<file path="src/rtl/alu_pkg.sv">
// Shared opcodes, FSM states and flag layout for the sequential ALU.
package alu_pkg;

    localparam logic [3:0] OP_AND   = 4'b0000;
    localparam logic [3:0] OP_OR    = 4'b0001;
    localparam logic [3:0] OP_PASSB = 4'b0111;
    localparam logic [3:0] OP_ADD   = 4'b0010;  // bit3 selects flag update
    localparam logic [3:0] OP_SUB   = 4'b0110;  // bit3 selects flag update
    localparam logic [3:0] OP_MUL   = 4'b0011;
    localparam logic [3:0] OP_UDIV  = 4'b0100;

    localparam int unsigned FLAG_BIT = 3;

    typedef enum logic [1:0] {
        IDLE = 2'd0,
        ITER = 2'd1,
        DONE = 2'd2
    } state_t;

    typedef struct packed {
        logic n;
        logic z;
        logic c;
        logic v;
    } nzcv_t;

endpackage

</file>
<file path="src/rtl/alu_iter_muldiv.sv">
// Iterative engine: shift-add multiply (low N bits) and restoring unsigned divide.
module alu_iter_muldiv #(
    parameter int unsigned N = 64
) (
    input  logic         clk,
    input  logic         reset,
    input  logic         start,
    input  logic         mode,      // 0 = MUL, 1 = UDIV
    input  logic [N-1:0] a,
    input  logic [N-1:0] b,
    output logic         done,      // last step happens on the coming edge
    output logic [N-1:0] res,
    output logic         dbz
);

    localparam int unsigned CNT_W = $clog2(N + 1);
    localparam int unsigned NW    = N + 1;

    // x: multiplicand (MUL) or dividend/quotient shifter (UDIV)
    // y: multiplier (MUL) or divisor (UDIV)
    // acc: product (MUL) or partial remainder (UDIV)
    logic             busy_q, busy_d;
    logic [CNT_W-1:0] cnt_q, cnt_d;
    logic             mode_q, mode_d;
    logic             dbz_q, dbz_d;
    logic [N-1:0]     x_q, x_d;
    logic [N-1:0]     y_q, y_d;
    logic [N-1:0]     acc_q, acc_d;
    logic [NW-1:0]    rem_sh;
    logic [NW-1:0]    rem_sub;

    // Operand load on start, then one iteration per cycle while busy
    always_comb begin
        busy_d  = busy_q;
        cnt_d   = cnt_q;
        mode_d  = mode_q;
        dbz_d   = dbz_q;
        x_d     = x_q;
        y_d     = y_q;
        acc_d   = acc_q;
        rem_sh  = {acc_q, x_q[N-1]};
        rem_sub = rem_sh - {1'b0, y_q};
        if (start) begin
            busy_d = 1'b1;
            cnt_d  = CNT_W'(N);
            mode_d = mode;
            dbz_d  = mode && (b == '0);
            x_d    = a;
            y_d    = b;
            acc_d  = '0;
        end else if (busy_q) begin
            cnt_d = cnt_q - CNT_W'(1);
            if (cnt_q == CNT_W'(1)) begin
                busy_d = 1'b0;
            end
            if (!mode_q) begin
                if (y_q[0]) begin
                    acc_d = acc_q + x_q;
                end
                x_d = x_q << 1;
                y_d = y_q >> 1;
            end else if (!rem_sub[N]) begin
                acc_d = rem_sub[N-1:0];
                x_d   = {x_q[N-2:0], 1'b1};
            end else begin
                acc_d = rem_sh[N-1:0];
                x_d   = {x_q[N-2:0], 1'b0};
            end
        end
    end

    // Engine state registers
    always_ff @(posedge clk) begin
        if (reset) begin
            busy_q <= 1'b0;
            cnt_q  <= '0;
            mode_q <= 1'b0;
            dbz_q  <= 1'b0;
            x_q    <= '0;
            y_q    <= '0;
            acc_q  <= '0;
        end else begin
            busy_q <= busy_d;
            cnt_q  <= cnt_d;
            mode_q <= mode_d;
            dbz_q  <= dbz_d;
            x_q    <= x_d;
            y_q    <= y_d;
            acc_q  <= acc_d;
        end
    end

    assign done = busy_q && (cnt_q == CNT_W'(1));
    assign dbz  = dbz_q;
    assign res  = dbz_q ? '0 : (mode_q ? x_q : acc_q);

endmodule

</file>
<file path="src/rtl/alu_seq.sv">
// Multi-cycle execute-stage ALU with operand/result handshakes and NZCV register.
module alu_seq
    import alu_pkg::*;
#(
    parameter int unsigned N = 64
) (
    input  logic         clk,
    input  logic         reset,
    input  logic         in_valid,
    output logic         in_ready,
    input  logic [N-1:0] a,
    input  logic [N-1:0] b,
    input  logic [3:0]   ALUControl,
    output logic         out_valid,
    input  logic         out_ready,
    output logic [N-1:0] result,
    output logic         zero,
    output logic         div_by_zero,
    output logic [3:0]   nzcv,
    output logic         flags_written
);

    localparam int unsigned NW = N + 1;

    state_t        state_q, state_d;
    logic [N-1:0]  result_q, result_d;
    logic          res_sel_q, res_sel_d;   // result comes from the iterative engine
    logic          dbz_q, dbz_d;
    nzcv_t         nzcv_q, nzcv_d;
    logic          fw_q, fw_d;
    logic          start_c;
    logic          mode_c;
    logic [NW-1:0] sum;
    logic [NW-1:0] diff;
    logic          it_done;
    logic [N-1:0]  it_res;
    logic          it_dbz;

    alu_iter_muldiv #(.N(N)) u_iter (
        .clk   (clk),
        .reset (reset),
        .start (start_c),
        .mode  (mode_c),
        .a     (a),
        .b     (b),
        .done  (it_done),
        .res   (it_res),
        .dbz   (it_dbz)
    );

    // Next-state, single-cycle datapath and flag update
    always_comb begin
        state_d   = state_q;
        result_d  = result_q;
        res_sel_d = res_sel_q;
        dbz_d     = dbz_q;
        nzcv_d    = nzcv_q;
        fw_d      = 1'b0;
        start_c   = 1'b0;
        mode_c    = 1'b0;
        sum       = {1'b0, a} + {1'b0, b};
        diff      = {1'b0, a} + {1'b0, ~b} + NW'(1);
        case (state_q)
            IDLE: begin
                if (in_valid) begin
                    dbz_d     = 1'b0;
                    res_sel_d = 1'b0;
                    state_d   = DONE;
                    if (ALUControl == OP_MUL || ALUControl == OP_UDIV) begin
                        start_c  = 1'b1;
                        mode_c   = (ALUControl == OP_UDIV);
                        state_d  = ITER;
                        result_d = '0;
                    end else if (ALUControl == OP_AND) begin
                        result_d = a & b;
                    end else if (ALUControl == OP_OR) begin
                        result_d = a | b;
                    end else if (ALUControl == OP_PASSB) begin
                        result_d = b;
                    end else if (ALUControl[2:0] == OP_ADD[2:0]) begin
                        result_d = sum[N-1:0];
                        if (ALUControl[FLAG_BIT]) begin
                            nzcv_d.n = sum[N-1];
                            nzcv_d.z = (sum[N-1:0] == '0);
                            nzcv_d.c = sum[N];
                            nzcv_d.v = (a[N-1] == b[N-1]) && (sum[N-1] != a[N-1]);
                            fw_d     = 1'b1;
                        end
                    end else if (ALUControl[2:0] == OP_SUB[2:0]) begin
                        result_d = diff[N-1:0];
                        if (ALUControl[FLAG_BIT]) begin
                            nzcv_d.n = diff[N-1];
                            nzcv_d.z = (diff[N-1:0] == '0);
                            nzcv_d.c = diff[N];
                            nzcv_d.v = (a[N-1] != b[N-1]) && (diff[N-1] != a[N-1]);
                            fw_d     = 1'b1;
                        end
                    end else begin
                        result_d = '0;
                    end
                end
            end
            ITER: begin
                if (it_done) begin
                    state_d   = DONE;
                    res_sel_d = 1'b1;
                    dbz_d     = it_dbz;
                end
            end
            DONE: begin
                if (out_ready) begin
                    state_d = IDLE;
                end
            end
            default: state_d = IDLE;
        endcase
    end

    // Architectural state registers
    always_ff @(posedge clk) begin
        if (reset) begin
            state_q   <= IDLE;
            result_q  <= '0;
            res_sel_q <= 1'b0;
            dbz_q     <= 1'b0;
            nzcv_q    <= '0;
            fw_q      <= 1'b0;
        end else begin
            state_q   <= state_d;
            result_q  <= result_d;
            res_sel_q <= res_sel_d;
            dbz_q     <= dbz_d;
            nzcv_q    <= nzcv_d;
            fw_q      <= fw_d;
        end
    end

    assign in_ready      = (state_q == IDLE);
    assign out_valid     = (state_q == DONE);
    assign result        = res_sel_q ? it_res : result_q;
    assign zero          = (result == '0);
    assign div_by_zero   = dbz_q;
    assign nzcv          = nzcv_q;
    assign flags_written = fw_q;

endmodule

</file>
<file path="config.mk">
export PLATFORM = sky130hd
export DESIGN_NAME = alu_seq
export DESIGN_NICKNAME = d
export VERILOG_FILES = /design/src/rtl/alu_pkg.sv /design/src/rtl/alu_iter_muldiv.sv /design/src/rtl/alu_seq.sv
export SDC_FILE = /design/constraint.sdc
export NUM_CORES = 2
export LEC_CHECK = 0
export CAP_MARGIN = 20
export CORE_MARGIN = 2
export CORE_UTILIZATION = 30
export DETAILED_ROUTE_END_ITERATION = 10
export PLACE_DENSITY = 0.56
export REMOVE_ABC_BUFFERS = 1
export SYNTH_ARGS = -nofsm -noshare
export SYNTH_HDL_FRONTEND = slang
export SYNTH_SLANG_ARGS = --single-unit
export TNS_END_PERCENT = 10
</file>
<file path="constraint.sdc">
create_clock -name clk -period 5.3 [get_ports clk]
set_input_delay 0.53 -clock clk [delete_from_list [all_inputs] [get_ports clk]]
set_output_delay 0.53 -clock clk [all_outputs]
set_load 0.1 [all_outputs]
</file>
==> flow_summary.toml <==
[floorplan]
dieWidth_um = 336.2
initial_utilization_pct = 30.33
io_pins = 209
dieArea_um2 = 113000
die_height_um = 336.2
fp.coreArea_um2 = 109200
std_cell_rows = 121

[worst_setup_path]
critPathMaxFanout = 5
critical_path.endpoint_type = "register"
worst_ep_required_time_ns = 5.86
worstSetupStartpointType = "input pin"
critical_path_class = "in2reg"
critPathArrivalTime_ns = 5.54

[synth]
synthDistinctLibCells = 97
netlist_instances = 4736
ys.flop_type = "dfxtp_1"
syn-cell-area_um2 = 33110
synth_top_cells_by_count = "nor2_1, a21oi_1, nand2_1"
synth_most_common_cell = "nor2_1"
ys_seq_elements = 275
mean_instance_size_in_the_synthesized_netlist_um2 = 6.991
yosys_warnings = 0
synth_area_leaders = "dfxtp_1, ha_1, a21oi_1"
post-synth-top-area-fraction_pct = 16.63
async_flop_share_pct = 0
synth.yosys.seq_area_share_pct = 16.63
number_of_enable_type_register_cells_in_the_synthesized_netlist = 0
synth_largest_area_cell = "dfxtp_1"

[pwr]
clockPowerShare_pct = 25.7
power_switching_uw = 3683
vdd.ir_drop.worst_v = 0.0002222
p_total_uw = 8742
pwr-share-comb_pct = 48.7
sequentialPowerShare_pct = 25.7
intPower_uw = 5060
power.static_leakage_uw = 0.01655
power.share.switching_pct = 42.12
cell_area_power_density_nw_per_um2 = 213.0

[cts]
clk_buf_depth = 3
cts-buffers-inserted = 30
post_cts_clock_slew_at_the_launch_and_capture_registers_of_the_worst_setup_and_hold_paths_ns = 0.07
cts-htree-levels = 1
cts.root.buffer_cell = "clkbuf_16"
worstSkewPairLatency_ns = 0.62
post_cts.resized_instances = 0
clk_sink_count = 275
cts-hold-fix-buffers = 0
tritoncts_clock_tree = "built"
post-cts-setup-buffer-count = 0

[timing]
slew_violations = 0
finalHoldViolCount = 0
fin_worst_skew_ns = 0.03661
slew_headroom_pct = 26.00
min_period_ns = 4.973
clock.fmax_mhz = 201.1
finalSetupViolations = 0
post-route-period-util_pct = 93.83
rsz0062_at_grt = "no"
timing.final.ws_setup_ns = 0.3268
fin_worst_hold_slack_ns = 0.4552
worstMarginPinSlew_ns = 1.110

[status]
status = "finished clean"

[placement]
dpl_cell_area_um2 = 40020
hpwl_um = 137900
placed_cells = 6638
gpl.final_weighted_congestion = 1.035
placement.setup.worst_slack_ns = -0.1990
port_buffers = 208

[cells_and_area]
multi_input_area_um2 = 25160
finalNetCount = 5655
layout.filler_cells = 11670
synthToLayoutAreaGrowth_pct = 23.96
layout-drive-gt1-share_pct = 12.79
final_design_area_no_fill_um2 = 41040
layout.area.seq_um2 = 5514
finalNonFillerCells = 6694

[routing]
vias = 38500
final_antenna_net_count = 0
drt-wirelength-per-cell_um = 24.86
drt_pass1_iterations = 7
drt_iter0_drc = 4865
finalWirelength_um = 166400
drc_errors = 0
route.detailed.vias_per_inst = 5.751

[worst_hold_path]
min_delay_path_class = "reg2reg"

[global_route]
globalRouteTotalUtil_pct = 28.14
antenna_found_initial = 5
global_route_wire_length_before_repair_um = 239300
grt_overflow_total = 0
grt_pass1_vias = 35970
grt_max_degree = 156

[flow_run]
timing.max_cap.violations = 0
==> critical path: stages <==
cell             delay (ns)
clkdlybuf4s50_1        0.65
inv_1                  0.10
ha_1                   0.37
inv_1                  0.08
a21oi_1                0.22
o31ai_2                0.17
buf_4                  0.18
o311a_1                0.34
a2111o_1               0.39
a2111oi_0              0.55
buf_4                  0.21
nand4_1                0.12
or4_1                  0.61
or4_1                  0.56
nor4_1                 0.29
a221o_1                0.14
==> path summary, 6_finish.rpt <==
path	startpoint	slack (ns)	cells after the start	to
setup / recovery	b[23]	0.33	16	nzcv[2]
hold / removal	result_q[32]	0.46	2	result_q[32]
setup reg to reg	u_iter.x_q[63]	0.59	18	u_iter.acc_q[44]
hold reg to reg	result_q[32]	0.46	2	result_q[32]
==> registers in the layout (all words and copies together) (netlist names) <==
name / cells
res_sel_q: 1
u_iter.dbz: 1
nzcv: 4
u_iter.busy_q: 1
u_iter.acc_q: 64
result_q: 64
u_iter.cnt_q: 7
u_iter.x_q: 64
state_q: 2
flags_written: 1
div_by_zero: 1
u_iter.y_q: 64
u_iter.mode_q: 1
==> power groups by stage <==
stage          sequential, uW  clock, uW  combinational [uW]
6_report                 2240       2250                4250
2_1_floorplan            2270          0                2340
4_1_cts                  2240       2270                4140
5_1_grt                  2250       2340                4480
3_3_place_gp             2280          0                4140
3_5_place_dp             2280          0                4120
==> cell families after synthesis <==
group | Yosys count | share of synthesized area [%]
flops | 275 | 16.63
mux | 198 | 6.042
simple gates | 1485 | 20.50
xor+xnor | 239 | 6.322
compound gates | 1546 | 30.46
fa+ha+maj | 325 | 12.37
buf+inv | 668 | 7.675
==> routing by layer <==
| metal | vias up | GRT usage (%) | routed length (um) |
|---|---|---|---|
| met5 | - | 0 | 0 |
| met4 | 0 | 15.48 | 10370 |
| met3 | 331 | 4.383 | 15080 |
| met2 | 1868 | 40.84 | 67200 |
| met1 | 18220 | 39.42 | 73780 |
| li1 | 18080 | - | - |
==> per-stage QoR <==
step,util [%],setup TNS (ns)
final,37.60,0
after global routing,37.60,0
after detailed placement,36.66,-0.3555
after global placement,36.66,-0.2877
after CTS,37.59,0
after floorplan,-,-646.30
==> layout by cell type (no fill, tap or decap), types with 14 or more instances in the layout <==
master	n
clkbuf_16	30
o31a_1	16
o21ai_0	262
nor3_1	81
ha_1	321
dfxtp_1	272
nand2_1	401
nor2b_1	42
o22ai_1	80
nand4_1	64
and2_1	18
o211ai_1	31
xor2_1	52
nand3_1	75
or3_1	22
and3_1	27
nor2_1	567
buf_4	515
a21o_1	91
mux2i_1	183
a222oi_1	44
xnor2_1	186
a21oi_1	488
o21bai_1	44
a311oi_1	69
nand2b_1	34
o21a_1	25
a221oi_1	26
or4_1	14
inv_1	353
a211oi_1	119
a31oi_1	46
mux2_2	15
clkdlybuf4s50_1	203
o31ai_1	35
nor4_1	77
==> cell type report <==
| type | instances | area share [%] |
|---|---|---|
| multi-input cells | 3793 | 61.31 |
| diodes | 3 | 0.01829 |
| flip-flops and latches | 275 | 13.43 |
| clock inverters | 15 | 0.4969 |
| well taps | 1476 | 4.500 |
| clock buffers | 38 | 1.975 |
| repair buffers | 731 | 14.95 |
| inverters | 363 | 3.320 |
No activity file was read; power rests on OpenSTA's default activity.
